[src/rtl/serial_rx.sv]
// UART-style serial receiver: 2-flop synchronizer, falling-edge start detect, mid-bit sampling.
// Optional even-parity bit is compiled in when SERIAL_RX_PARITY_EN is defined.
module serial_rx #(
  parameter int CYCLES_PER_BIT = 868
) (
  input  logic       clk_in,
  input  logic       rst_in,
  input  logic       data_in,
  input  logic       big_endian,
  output logic [7:0] data_out,
  output logic       valid_out,
  output logic       busy_out,
  output logic       framing_err_out,
  output logic       parity_err_out
);

  localparam int CNT_W = $clog2(CYCLES_PER_BIT);
  localparam logic [CNT_W-1:0] CNT_ZERO = {CNT_W{1'b0}};
  localparam logic [CNT_W-1:0] CNT_LAST = CNT_W'(CYCLES_PER_BIT - 1);
  localparam logic [CNT_W-1:0] CNT_HALF = CNT_W'(CYCLES_PER_BIT / 2 - 1);

`ifdef SERIAL_RX_PARITY_EN
  typedef enum logic [2:0] {
    S_IDLE   = 3'd0,
    S_START  = 3'd1,
    S_DATA   = 3'd2,
    S_STOP   = 3'd3,
    S_PARITY = 3'd4
  } state_t;
`else
  typedef enum logic [2:0] {
    S_IDLE  = 3'd0,
    S_START = 3'd1,
    S_DATA  = 3'd2,
    S_STOP  = 3'd3
  } state_t;
`endif

  function automatic logic [7:0] reverse8(input logic [7:0] d);
    logic [7:0] r;
    for (int i = 0; i < 8; i++) begin
      r[7-i] = d[i];
    end
    return r;
  endfunction

`ifdef SERIAL_RX_PARITY_EN
  function automatic logic parity_ok(input logic [7:0] d, input logic p);
    return ~((^d) ^ p);
  endfunction
`endif

  logic             sync1_q;
  logic             sync2_q;
  logic             prev_q;
  state_t           state_q;
  logic [CNT_W-1:0] cnt_q;
  logic [CNT_W-1:0] cnt_d;
  logic [2:0]       bit_idx_q;
  logic [7:0]       shift_q;
  logic [7:0]       data_q;
  logic [7:0]       byte_d;
  logic             valid_q;
  logic             busy_q;
  logic             ferr_q;
  logic             fall_s;
  logic             half_tick_s;
  logic             bit_tick_s;
`ifdef SERIAL_RX_PARITY_EN
  logic             par_q;
  logic             perr_q;
`endif

  assign fall_s      = prev_q & ~sync2_q;
  assign half_tick_s = (cnt_q == CNT_HALF);
  assign bit_tick_s  = (cnt_q == CNT_LAST);
  assign cnt_d       = cnt_q + CNT_W'(1);
  assign byte_d      = big_endian ? reverse8(shift_q) : shift_q;

  // Line synchronizer and edge-detect history; idle-high line means reset to 1.
  always_ff @(posedge clk_in or posedge rst_in) begin
    if (rst_in) begin
      sync1_q <= 1'b1;
      sync2_q <= 1'b1;
      prev_q  <= 1'b1;
    end else begin
      sync1_q <= data_in;
      sync2_q <= sync1_q;
      prev_q  <= sync2_q;
    end
  end

  // Frame FSM with bit timing and registered result outputs.
  always_ff @(posedge clk_in or posedge rst_in) begin
    if (rst_in) begin
      state_q   <= S_IDLE;
      cnt_q     <= CNT_ZERO;
      bit_idx_q <= 3'd0;
      shift_q   <= 8'h00;
      data_q    <= 8'h00;
      valid_q   <= 1'b0;
      busy_q    <= 1'b0;
      ferr_q    <= 1'b0;
`ifdef SERIAL_RX_PARITY_EN
      par_q     <= 1'b0;
      perr_q    <= 1'b0;
`endif
    end else begin
      valid_q <= 1'b0;
      ferr_q  <= 1'b0;
`ifdef SERIAL_RX_PARITY_EN
      perr_q  <= 1'b0;
`endif
      case (state_q)
        S_IDLE: begin
          cnt_q     <= CNT_ZERO;
          bit_idx_q <= 3'd0;
          if (fall_s) begin
            state_q <= S_START;
            busy_q  <= 1'b1;
          end else begin
            busy_q  <= 1'b0;
          end
        end
        S_START: begin
          if (half_tick_s) begin
            cnt_q <= CNT_ZERO;
            // A high line at mid-start means the edge was a glitch.
            if (sync2_q) begin
              state_q <= S_IDLE;
              busy_q  <= 1'b0;
            end else begin
              state_q <= S_DATA;
            end
          end else begin
            cnt_q <= cnt_d;
          end
        end
        S_DATA: begin
          if (bit_tick_s) begin
            cnt_q              <= CNT_ZERO;
            shift_q[bit_idx_q] <= sync2_q;
            bit_idx_q          <= bit_idx_q + 3'd1;
            if (bit_idx_q == 3'd7) begin
`ifdef SERIAL_RX_PARITY_EN
              state_q <= S_PARITY;
`else
              state_q <= S_STOP;
`endif
            end else begin
              state_q <= S_DATA;
            end
          end else begin
            cnt_q <= cnt_d;
          end
        end
`ifdef SERIAL_RX_PARITY_EN
        S_PARITY: begin
          if (bit_tick_s) begin
            cnt_q   <= CNT_ZERO;
            par_q   <= sync2_q;
            state_q <= S_STOP;
          end else begin
            cnt_q <= cnt_d;
          end
        end
`endif
        S_STOP: begin
          if (bit_tick_s) begin
            cnt_q   <= CNT_ZERO;
            state_q <= S_IDLE;
            busy_q  <= 1'b0;
            if (!sync2_q) begin
              ferr_q <= 1'b1;
`ifdef SERIAL_RX_PARITY_EN
            end else if (!parity_ok(shift_q, par_q)) begin
              perr_q <= 1'b1;
`endif
            end else begin
              data_q  <= byte_d;
              valid_q <= 1'b1;
            end
          end else begin
            cnt_q <= cnt_d;
          end
        end
        default: begin
          state_q <= S_IDLE;
          cnt_q   <= CNT_ZERO;
          busy_q  <= 1'b0;
        end
      endcase
    end
  end

  assign data_out        = data_q;
  assign valid_out       = valid_q;
  assign busy_out        = busy_q;
  assign framing_err_out = ferr_q;
`ifdef SERIAL_RX_PARITY_EN
  assign parity_err_out  = perr_q;
`else
  assign parity_err_out  = 1'b0;
`endif

endmodule

[config.mk]
export PLATFORM = sky130hd
export DESIGN_NAME = serial_rx
export DESIGN_NICKNAME = d
export VERILOG_FILES = /design/src/rtl/serial_rx.sv
export SDC_FILE = /design/constraint.sdc
export NUM_CORES = 1
export LEC_CHECK = 0
export CAP_MARGIN = 20
export CORE_ASPECT_RATIO = 2
export CORE_MARGIN = 2
export CORE_UTILIZATION = 30
export DETAILED_ROUTE_END_ITERATION = 10
export DONT_BUFFER_PORTS = 1
export PLACE_DENSITY = 0.54
export SLEW_MARGIN = 20
export SYNTH_ARGS = -nofsm -noshare
export SYNTH_HDL_FRONTEND = slang
export SYNTH_SLANG_ARGS = --single-unit
[constraint.sdc]
create_clock -name clk_in -period 5.6 [get_ports clk_in]
set_clock_uncertainty 0.1 [all_clocks]
set_input_delay 0.56 -clock clk_in [delete_from_list [all_inputs] [get_ports clk_in]]
set_output_delay 0.56 -clock clk_in [all_outputs]
set_load 0.005 [all_outputs]
* After elaboration in Yosys (flattened, before gate mapping)
Cells that the tools add are included.
** Storage, ports and cells
- Flip-flop bits (word level) :: 38
- Bits in latches :: 0
- Bits in writable memories :: 0
- Memory bits (read-only) :: 0
- Input port bits :: 4
- Output and inout port bits :: 12
- Logic and storage cells :: 65
- Memories :: 0
** Operators by class
- Add/subtract/negate cells :: 2
- Multiply operators :: 0
- Divide/modulo/power cells :: 0
- $lt $le $gt $ge :: 2
- Equal/unequal tests :: 11
- Shift-type cells :: 0
- Multiplexer cells :: 27
- Bitwise gates (word level) :: 3
- Reduce and logical (&&, ||, !) cells :: 9
** Operators by type and width (number)
- 10-bit 2-to-1 mux :: 2
- 10-bit one-hot mux with 2 select lines :: 1
- 3-bit 2-to-1 mux :: 5
- 1-bit 2-to-1 mux :: 12
- 3-bit one-hot mux with 4 select lines :: 1
- 10-bit by 1-bit adder with 10-bit output (second input constant) :: 1
- 10-bit == test (second input constant) :: 1
- 10-bit by 9-bit == test with 1-bit output (second input constant) :: 1
- 2-bit != test (second input constant) :: 5
- 8-bit bitwise mux :: 1
- 8-bit 2-to-1 mux :: 1
- 4-bit AND reduction :: 2
- 3-bit by 2-bit == test with 1-bit output (second input constant) :: 2
- 3-bit one-hot mux with 2 select lines :: 1
- 3-bit by 4-bit < comparator with 1-bit output (second input constant) :: 1
- 1-bit one-hot mux with 4 select lines :: 1
- 2-bit AND reduction :: 2
- 3-bit by 1-bit adder with 3-bit output (second input constant) :: 1
- 1-bit demux with 3-bit select :: 1
- 3-bit by 1-bit == test with 1-bit output (second input constant) :: 1
- 3-bit == test (second input constant) :: 1
- 3-bit by 1-bit >= comparator with 1-bit output (second input constant) :: 1
- 3-bit logical NOT :: 1
- 3-bit AND reduction :: 1
- 6 further kinds :: 7

* Longest topological paths before layout
Gate-level depths: netlist of run 1.
- Depth in word-level cells :: 5
- Gate-level depth with buffers :: 6
- Mapped depth without buffers :: 6

* Worst setup path before layout of run 1
No wires, ideal clock.
- Path type :: register to register
- Start point :: register cnt_q[0]
- End point :: register shift_q[2]
- Setup time :: 0.128 ns
- Data arrival time :: 1.575 ns
- Data required time :: 5.372 ns
- Path slack :: 3.798 ns
- Cell stages (with the launch flop) :: 6
- Buffers on the path :: 0
- Period minus slack after synthesis :: 1.802 ns
- Cells stage by stage :: dfrtp_1 -> ha_1 -> and3b_1 -> nand4_4 -> nor4_1 -> mux2_1
** Between the ends
- Cells in the longest elaborated chain, start to end :: 2
** RTL lines
- from (decl) :: line 57 : logic [CNT_W-1:0] cnt_q;
- from (signal assigned) :: line 136 : cnt_q <= cnt_d;
- from (signal assigned) :: line 154 : cnt_q <= cnt_d;
- from (signal assigned) :: line 184 : cnt_q <= cnt_d;
- 10-bit == test :: line 76 : assign bit_tick_s = (cnt_q == CNT_LAST);
- 2-bit AND reduction (no source line)
- to (signal, indexed assignment) :: line 142 : shift_q[bit_idx_q] <= sync2_q;
- to (decl) :: line 60 : logic [7:0] shift_q;
Every way passes these cells.
A chain may end at the register's enable or synchronous reset.

* Worst setup path after layout of run 1
Ends and elaborated chain as after synthesis.

==> results.md, run 1 <==
| Metric | This run | Unit |
| --- | --- | --- |
| Run status | finished with violations | - |
| Violated checks | design-rule violations | - |
| Worst hold slack across all endpoints | 177 | ps |
| Insertion delay of the later-clocked pin in the worst-skew pair | 280 | ps |
| Number of detailed-route iterations in the first pass | 7 | - |
| Master of the slowest instance on the critical path | dfrtp_1 | - |
| Vertical extent of the die | 113 | um |
| Post-route antenna net violation count | 0 | - |
| Share of final-layout standard cells stronger than drive strength 1 | 0.240 | - |
| Clock Sink Count | 37 | - |
| Proportion of power drawn by combinational gates | 0.093 | - |
| Post-Synthesis Mean Instance Area | 12.0 | um2 |
| #FFs+latches synth | 37 | - |
| Total design power | 0.000650 | W |
| Sequential cell area | 930 | um2 |
| Post-detailed-routing wire length | 3300 | um |
| Dpl cell area | 1850 | um2 |
| Met1 Wirelength | 1200 | um |
| Final count of hold timing violations | 0 | - |
| Post-route core utilization | 0.348 | - |
| Total number of H-tree levels | 2 | - |
| Maximum achievable frequency | 0.488 | GHz |
| Power dissipated by switching net loads | 0.000169 | W |
| First-pass GRT wire length | 5690 | um |
| Critical path class | flop to flop | - |
| WL met3 | 69 | um |
| Share of the clock period used by the worst path after layout | 0.366 | - |
| Fill count | 606 | - |
| Max-cap viol count | 0 | - |
| Leading cell types in the layout, fill and taps excluded | dfrtp_1, mux2_2, nor2_1 | - |
| Worst-path fanout max | 10 | - |
| Crit path DAT | 2110 | ps |
| Pin count of the biggest net entering global routing | 33 | - |
| Clock period minus worst slack | 2050 | ps |
| Worst-Margin Slew | 527 | ps |
| Overall routing resource usage | 0.111 | - |
| Placed wire-length estimate after detailed placement | 2450 | um |
| Vias per cell | 5.24 | - |
| Cell variety after synth | 40 | - |
| Core region area | 5760 | um2 |
| Critical path cell sequence | ha_1 -> and3b_1 -> nand4_4 -> nor4_1 -> mux2_1 | - |
| Headroom to the max-slew limit | 0.646 | - |
| Worst Setup End Kind | flop | - |
| Via count of the first global-routing pass | 1232 | - |
| Area of all placed cells without fillers | 2000 | um2 |
| Remaining global-route overflow | 0 | - |
| I/O pin cnt | 16 | - |
| Worst setup startpoint | cnt_q[0]$_DFF_PP0_ | - |
| Clock power frac | 0.412 | - |
| # setup viols final | 0 | - |
| Uppermost signal routing layer after detailed routing | met4 | - |
| Synthesized Nets | 158 | - |
| Share of the yosys chip area belonging to registers | 0.518 | - |
| Initial antenna violation count | 0 | - |
| Synthesis Warnings | 0 | - |
| Iteration-0 DRC count of the detailed router | 28 | - |
| Setup Buffers After CTS | 0 | - |
| Number of stages on the worst hold path | 0 | - |
| Area used by multi-input combinational logic | 807 | um2 |
| Starting density of the core | 0.312 | - |
| Clock input transition at the sequential cells of the worst setup and hold paths | 60 | ps |
| Antenna diode count | 0 | - |
| Leakage power of the design | 0.947 | nW |
| Crit path largest cell delay | 400 | ps |
| Async set or reset register ratio after synthesis | 1.00 | - |
| WP data required | 5660 | ps |
| Max Root-Sink Buffers | 2 | - |
| Sequential Power Share | 0.495 | - |
| Rows | 39 | - |
| Root Driver | clkbuf_16 | - |
| Combined area of all synthesized cells | 1790 | um2 |
| Launch instance of the worst register-to-register path | cnt_q[0]$_DFF_PP0_ | - |
| Slew Limit Fails | 0 | - |
| Drt drc | 2 | - |
| Number of cells traversed by the worst register-to-register path | 5 | - |
| Commonest non-fill, non-tap cell in the layout | dfrtp_1 | - |
| TritonCTS clock tree | done | - |
| Synth Instances | 150 | - |
| Internal | 0.000481 | W |
| Area of the die | 6650 | um2 |
| Overall via count from detail_route | 1126 | - |
| Maximum vdd ir drop | 0.144 | mV |
| Total Negative Setup Slacks | 0 | ps |
| Startpoint class of the critical path | flop | - |
| Hold path startpoint | data_in | - |
| Final GP Congestion | 0.768 | - |
| Layout overhead on the synthesized area | 11.6 | % |
| Power density relative to cell area | 324 | nW/um2 |
| Met2 wire len | 1970 | um |
| Number of nets at the end of the flow | 161 | - |
| Total CTS buffers | 5 | - |
| Sw Share | 0.260 | - |
| Horizontal extent of the die | 58.7 | um |
| Average wire per cell in the routed design | 15.3 | um |
| Port Buffers | 0 | - |
| Number of enable-type register cells in the synthesized netlist | 0 | - |
| Most used DFF post-synth | dfrtp_1 | - |
| Unrepaired setup endpoints after global routing | no | - |
| Worst Hold Class | input pin to flop | - |
-- power by group through the flow --
stage | clock network [W] | logic [W] | registers, W
after global routing | 0.000287 | 0.0000716 | 0.000328
after CTS | 0.000276 | 0.0000622 | 0.000322
after global placement | 0 | 0.0000570 | 0.000324
final | 0.000268 | 0.0000603 | 0.000322
after detailed placement | 0 | 0.0000609 | 0.000327
after floorplan | 0 | 0.0000535 | 0.000316
-- cell families after synthesis --
group / share of synthesized area
AND/OR/NAND/NOR: 0.182
flip-flops: 0.518
multiplexers: 0.162
buffers and inverters: 0.0321
AO/OA/AOI/OAI: 0.0370
XOR/XNOR: 0.0391
adder cells (fa/ha/maj): 0.0279
other: 0.00209
-- through the flow --
step | setup WS (ps) | instances
final | 3550 | 215
after detailed placement | 3550 | 206
after global placement | 3580 | 206
after floorplan | 3800 | 150
after global routing | 3420 | 215
after CTS | 3540 | 215
-- per-layer routing --
layer | up-vias | GRT usage
met1 | 568 | 0.113
met2 | 18 | 0.212
met4 | 0 | 0.0364
li1 | 536 | -
met5 | - | 0
met3 | 4 | 0.0272
-- registers in the layout, indices dropped and copies added (netlist names), 2 cells and up --
register	count
shift_q	8
state_q	2
cnt_q	10
data_out	8
bit_idx_q	3
-- path summary, 6_finish.rpt --
kind / endpoint / slack, ps
setup / recovery: shift_q[2]$_DFFE_PP0P_ / 3550
hold / removal: sync1_q$_DFF_PP1_ / 180
setup reg to reg: shift_q[2]$_DFFE_PP0P_ / 3550
hold reg to reg: sync2_q$_DFF_PP1_ / 260
max in group asynchronous: valid_out$_DFF_PP0_ / 4200
min in group asynchronous: busy_out$_DFFE_PP0P_ / 530
-- layout make-up --
type                       instances  area share
tap                               61      0.0381
inverter                           8      0.0150
sequential                        37       0.464
timing repair buffer               2     0.00874
clock buffer                       5      0.0625
multi-input combinational         99       0.403
clock inverter                     3     0.00874
-- worst max-delay path, delay by kind of cell, from the launching register on --
family / cells / cell delay [ps]
adder cells (fa/ha/maj): 1 / 230
flip-flops: 1 / 400
multiplexers: 1 / 360
AND/OR/NAND/NOR: 3 / 840
-- cell usage after synthesis, types with 2 or more instances --
library cell / n / area share
dfrtp_1: 34 / 0.47
mux2_2: 18 / 0.11
nor2_1: 11 / 0.023
inv_1: 8 / 0.017
nand2_1: 8 / 0.017
mux2_1: 6 / 0.038
nand3_1: 6 / 0.017
nor4_1: 6 / 0.021
nor3_1: 5 / 0.014
xor2_1: 5 / 0.024
ha_1: 4 / 0.028
clkbuf_1: 3 / 0.0063
dfstp_2: 3 / 0.044
xnor2_1: 3 / 0.015
a21oi_1: 2 / 0.0056
and3b_1: 2 / 0.0098
mux2i_1: 2 / 0.011
nand4_1: 2 / 0.0070
-- repair_timing --
action / in CTS / in global routing
hold endpoints to repair: 2 / 0
hold buffers: 1 / 0
gates resized for setup: 0 / 0
(Power assumes the default switching activity.)
==> inputs of run 2 (changes only) <==
==> constraint.sdc (replaced) <==
create_clock -name clk_in -period 1.9 [get_ports clk_in]
set_clock_uncertainty 0.1 [all_clocks]
set_input_delay 0.19 -clock clk_in [delete_from_list [all_inputs] [get_ports clk_in]]
set_output_delay 0.19 -clock clk_in [all_outputs]
set_load 0.005 [all_outputs]
==> run 2 against run 1 <==
  * The flow still finishes with violations (design-rule violations)
  * Sequential power grew to 2.8 times the previous value
  * Combinational power grew to 5.4 times the previous value
  * Clock power grew to 3.0 times the previous value
  * Critical endpoint is now shift_q[4]$_DFFE_PP0P_
==> results.md, run 2 (synthesized netlist as in run 1, its figures left out) <==
| Metric | This run | Unit | vs previous |
| --- | --- | --- | --- |
| Initial antenna violation count | 0 | - | unchanged |
| Rows | 39 | - | unchanged |
| Drt drc | 2 | - | unchanged |
| First-pass GRT wire length | 5880 | um | +3.3% |
| I/O pin cnt | 16 | - | unchanged |
| Insertion delay of the later-clocked pin in the worst-skew pair | 270 | ps | about the same |
| Power density relative to cell area | 928 | nW/um2 | +190% |
| Met1 Wirelength | 1210 | um | +0.42% |
| Crit path largest cell delay | 380 | ps | -20 ps |
| Uppermost signal routing layer after detailed routing | met4 | - |  |
| Number of standard cells in the final layout excluding fillers | 229 | - | +6.5% |
| Worst hold slack across all endpoints | 103 | ps | -74.5 ps |
| Max Root-Sink Buffers | 2 | - | unchanged |
| Antenna diode count | 0 | - | unchanged |
| Hold path startpoint | big_endian | - |  |
| Post-detailed-routing wire length | 3410 | um | +3.5% |
| Worst setup slack before clock tree synthesis | -71.0 | ps | -3620 ps |
| Starting density of the core | 0.312 | - | unchanged |
| Clock Sink Count | 37 | - | unchanged |
| WP data required | 1960 | ps | -3700 ps |
| Run status | finished with violations | - |  |
| Maximum achievable frequency | 0.541 | GHz | +11% |
| Remaining global-route overflow | 0 | - | unchanged |
| Overall via count from detail_route | 1157 | - | +2.8% |
| Via count of the first global-routing pass | 1296 | - | +5.2% |
| Worst setup startpoint | cnt_q[1]$_DFF_PP0_ | - |  |
| Horizontal extent of the die | 58.7 | um | unchanged |
| # setup viols final | 0 | - | unchanged |
| Unrepaired setup endpoints after global routing | yes | - |  |
| Worst Setup End Kind | flop | - |  |
| Root Driver | clkbuf_16 | - |  |
| Critical path cell sequence | ha_1 -> and3b_2 -> nand4_4 -> nor4_1 -> mux2_1 | - |  |
| Leading cell types in the layout, fill and taps excluded | dfrtp_1, mux2_2, buf_4 | - |  |
| Maximum vdd ir drop | 0.464 | mV | +220% |
| Layout overhead on the synthesized area | 22.1 | % |  |
| Total number of H-tree levels | 2 | - | unchanged |
| WL met3 | 91 | um | +32% |
| Iteration-0 DRC count of the detailed router | 37 | - | +32% |
| Crit path max-delay family | simple AND/OR/NAND/NOR gates | - |  |
| Number of detailed-route iterations in the first pass | 7 | - | unchanged |
| Pin count of the biggest net entering global routing | 38 | - | +15% |
| Master of the slowest instance on the critical path | dfrtp_1 | - |  |
| Commonest non-fill, non-tap cell in the layout | dfrtp_1 | - |  |
| Register with the most flip-flops | cnt_q | - |  |
| Launch instance of the worst register-to-register path | cnt_q[1]$_DFF_PP0_ | - |  |
| Clock input transition at the sequential cells of the worst setup and hold paths | 50 | ps | about the same |
| Total CTS buffers | 5 | - | unchanged |
| Slew Limit Fails | 0 | - | unchanged |
| TritonCTS clock tree | done | - |  |
| Met2 wire len | 2030 | um | +2.9% |
| Clock period minus worst slack | 1850 | ps | -201 ps |
| Number of nets at the end of the flow | 176 | - | +9.3% |
| Max FFs per register | 10 | - | unchanged |
| Share of final-layout standard cells stronger than drive strength 1 | 0.369 | - | +0.129 |
| Final count of hold timing violations | 0 | - | unchanged |
| Final GP Congestion | 0.791 | - | +3.0% |
| Number of cells after detailed placement | 219 | - | +6.3% |
| Worst-path fanout max | 10 | - | unchanged |
| Share of the clock period used by the worst path after layout | 0.974 | - | +0.608 |
| Crit path DAT | 1910 | ps | -200 ps |
| Critical path class | flop to flop | - |  |
| Worst Hold Class | input pin to flop | - |  |
| Vertical extent of the die | 113 | um | unchanged |
| Max-cap viol count | 0 | - | unchanged |
| Core region area | 5760 | um2 | unchanged |
| Worst setup slack after layout | 49.9 | ps | -3500 ps |
| Post-route core utilization | 0.380 | - | +0.0326 |
| Port Buffers | 0 | - | unchanged |
| Average wire per cell in the routed design | 14.9 | um | -2.8% |
| CP bufs+invs | 0 | - | unchanged |
| Startpoint class of the critical path | flop | - |  |
| Overall routing resource usage | 0.118 | - | +0.00662 |
| Post-route antenna net violation count | 0 | - | unchanged |
| Placed wire-length estimate after detailed placement | 2540 | um | +3.6% |
| Vias per cell | 5.05 | - | -3.5% |
| Total design power | 0.00203 | W | +210% |
| Violated checks | design-rule violations | - |  |
| Area of the die | 6650 | um2 | unchanged |
| Leakage power of the design | 1.02 | nW | +8.2% |
## run 2: cell types whose count changed in the layout (fill, tap and decap cells not counted), moves of 2 or more
cell / before / now
clkinv_2: 2 / 0
buf_4: 1 / 14
nor2_2: 0 / 2
nor4_1: 6 / 1
nor2_1: 11 / 9
nor4_2: 0 / 5
## run 2: power by group
part	leakage, nW	switching (W)	internal [W]
registers	0.490	0.0000486	0.000856
logic	0.465	0.000160	0.000166
clock network	0.0690	0.000289	0.000513
## run 2: routing by layer
metal / GRT usage / up-vias
met5: 0 / -
met4: 0.0591 / 0
met3: 0.0272 / 4
met2: 0.222 / 19
met1: 0.113 / 574
li1: - / 560
## run 2: worst paths after layout
check / endpoint / slack (ps) / cells after the start
setup / recovery: shift_q[4]$_DFFE_PP0P_ / 50 / 5
hold / removal: data_out[0]$_DFFE_PP0P_ / 100 / 2
setup reg to reg: shift_q[4]$_DFFE_PP0P_ / 50 / 5
hold reg to reg: sync2_q$_DFF_PP1_ / 250 / 0
max in group asynchronous: cnt_q[8]$_DFF_PP0_ / 980 / 3
min in group asynchronous: state_q[0]$_DFFE_PP0P_ / 370 / 3
## run 2: timing repair
action | CTS | global route
setup buffers | 0 | 1
setup endpoints to repair | 14 | 20
hold endpoints to repair | 35 | 0
hold buffers | 2 | 0
gates resized for setup | 4 | 10
## run 2: area by class of cell
type / count / area [um2]
inverters: 8 / 30.0
flip-flops and latches: 37 / 931
repair buffers: 17 / 136
clock buffers: 6 / 139
clock inverters: 1 / 7.51
multi-input cells: 99 / 871
well taps: 61 / 76.3
fillers: 573 / 3570
## run 2: stage by stage
step	TNS [ps]	area, um2
4_1_cts	-5.41	2130
2_1_floorplan	0	1790
6_report	0	2190
3_5_place_dp	-317	1950
5_1_grt	-228	2190
3_3_place_gp	-92.6	1950
==> RTL edit, RTL diff (config.mk and constraints of run 1) <==
Set the parameter `CYCLES_PER_BIT` to 1736 (it was 868).
--- a/src/rtl/serial_rx.sv
+++ b/src/rtl/serial_rx.sv
@@ -1,7 +1,7 @@
 // UART-style serial receiver: 2-flop synchronizer, falling-edge start detect, mid-bit sampling.
 // Optional even-parity bit is compiled in when SERIAL_RX_PARITY_EN is defined.
 module serial_rx #(
-  parameter int CYCLES_PER_BIT = 868
+  parameter int CYCLES_PER_BIT = 1736
 ) (
   input  logic       clk_in,
   input  logic       rst_in,
Function: same outputs for any inputs over 10 cycles, from zero or initial values and one cycle with rst_in high; that may be too few to reach the edited logic, so the function may still have changed.
==> RTL edit against run 1 <==
- first-iteration DRC count grew 7.1%
- worst hold slack lost 5.5 ps
- combinational power grew 26%
- cell area grew 5.1%
- synthesized area grew 6.3%
- routed wire length is essentially flat
- total power grew 5.7%
- setup slack lost 260 ps
- critical path depth is the same
- sequential cell count grew 1
- sequential share of layout area shrank 1.1 points
==> RTL edit: results (changes against run 1) <==
vias in the first global route=1131 (was 1232); synth unique cells=44 (was 40); via count=1162 (was 1126); DR iter-0 viols=30 (was 28); CP delay by family, top=simple AND/OR/NAND/NOR gates (unchanged); Worst VDD drop=0.000178 V (was 0.000144 V); Post-synth top cells=dfrtp_1 (35), mux2_2 (24), nand2_1 (13) (was dfrtp_1 (34), mux2_2 (18), nor2_1 (11)); Min-Delay Path Depth=0 (unchanged); synth top area cells=dfrtp_1 (46%), mux2_2 (14%), dfstp_2 (4.1%) (was dfrtp_1 (47%), mux2_2 (11%), dfstp_2 (4.4%)); Placed Cells=239 (was 206); status=finished, final reports clean (was finished, violations left); count of mapped cells out of synthesis=161 (was 150); post-DR wirelength/cell=13.4 um (was 15.3 um); NumNets Final=167 (was 161); All-Layer GR Usage=0.104 (was 0.111); number of gates resized after cts=0 (unchanged); R2R setup slack=3290 ps (was 3550 ps); register area share after synthesis=0.500 (was 0.518); first-pass GRT wire length=5.59 mm (was 5.69 mm); GPL Wtd Cong=0.733 (was 0.768); largest net degree at the start of global routing=39 (was 33); Setup Fix Bufs, Post-CTS=0 (unchanged); Fill cells=623 (was 606); Worst R2R End=cnt_q[7]$_DFF_PP0_ (was shift_q[2]$_DFFE_PP0P_); Longest Clk Path Bufs=2 (unchanged); CP arrival=2360 ps (was 2110 ps); layout cell share with drive strength beyond 1=0.280 (was 0.240); slowest cell on the critical path=or3_1 (was dfrtp_1); max reg flops=11 (was 10); drt total wl=3.30 mm (about the same); drt pass-1 iters=4 (was 7); CP Max Fanout=11 (was 10); P_leak=0.957 nW (was 0.947 nW); initial antenna violation count=0 (unchanged); Critical Path Max Stage Delay=500 ps (was 400 ps); Port Buffers=0 (unchanged); Fin Setup TNS=0 ps (unchanged); Hold Path Origin=data_in (unchanged); DP HPWL=2.25 mm (was 2.45 mm)
[RTL edit: cell count changes after synthesis, moves of 4 or more]
cell,delta
mux2_1,-6
mux2_2,+6
nand3b_1,+4
inv_1,-6
nor4_1,-5
nand2_1,+5
nor2b_1,+4
[RTL edit: cell type report]
cell class | count | area share
clock inverter | 2 | 0.00594
timing repair buffer | 1 | 0.00357
inverter | 2 | 0.00357
clock buffer | 6 | 0.0660
multi-input combinational | 112 | 0.417
tap | 86 | 0.0511
sequential | 38 | 0.453
[RTL edit: worst register-to-register path, stage by stage, from the launching register on]
cell and delay [ps]:
dfrtp_1 380, ha_1 230, or3b_4 450, or3_1 500, a22oi_4 420, nor2_1 100
[RTL edit: cells by family (layout without fill, tap and decap cells)]
kind of cell             Yosys count  count (layout)  synth area share
other                              1               1           0.00197
multiplexers                      25              25             0.147
buffers and inverters             11              11            0.0400
AO/OA/AOI/OAI                     14              14            0.0603
adder cells (fa/ha/maj)            3               3            0.0197
XOR/XNOR                           7               7            0.0321
AND/OR/NAND/NOR                   62              62             0.199
flip-flops                        38              38             0.500
[RTL edit: where the power goes]
| group | total (mW) | switching [mW] | internal, mW |
|---|---|---|---|
| sequential | 0.329 | 0.0311 | 0.297 |
| combinational | 0.0761 | 0.0403 | 0.0358 |
| clock | 0.282 | 0.106 | 0.176 |
| total | 0.686 | 0.177 | 0.509 |
[RTL edit: per-stage QoR]
step | util | total power, mW | hold WS [ps] | area [sq um] | setup WS [ps]
2_1_floorplan | - | 0.403 | 245 | 1910 | 3440
3_3_place_gp | 0.315 | 0.408 | 249 | 1950 | 3330
3_5_place_dp | 0.315 | 0.410 | 249 | 1950 | 3290
4_1_cts | 0.339 | 0.698 | 165 | 2110 | 3300
5_1_grt | 0.339 | 0.725 | 161 | 2110 | 3200
6_report | 0.339 | 0.686 | 172 | 2110 | 3290
[RTL edit: how the worst max path moves through the flow]
stage,end,from,slack [ps]
2_1_floorplan,data_out[0]$_DFFE_PP0P_,cnt_q[0]$_DFF_PP0_,3440
3_3_place_gp,data_out[7]$_DFFE_PP0P_,cnt_q[0]$_DFF_PP0_,3330
3_5_place_dp,cnt_q[9]$_DFF_PP0_,cnt_q[0]$_DFF_PP0_,3290
4_1_cts,cnt_q[7]$_DFF_PP0_,cnt_q[0]$_DFF_PP0_,3300
5_1_grt,cnt_q[7]$_DFF_PP0_,cnt_q[0]$_DFF_PP0_,3200
6_report,cnt_q[7]$_DFF_PP0_,cnt_q[0]$_DFF_PP0_,3290
[RTL edit: per-layer routing]
layer  up-vias  share of wire  GRT usage
met5         -              0          0
met4         0          0.015     0.0400
met3         4          0.033     0.0341
met2        18           0.47      0.157
met1       576           0.48      0.137
li1        564              -          -
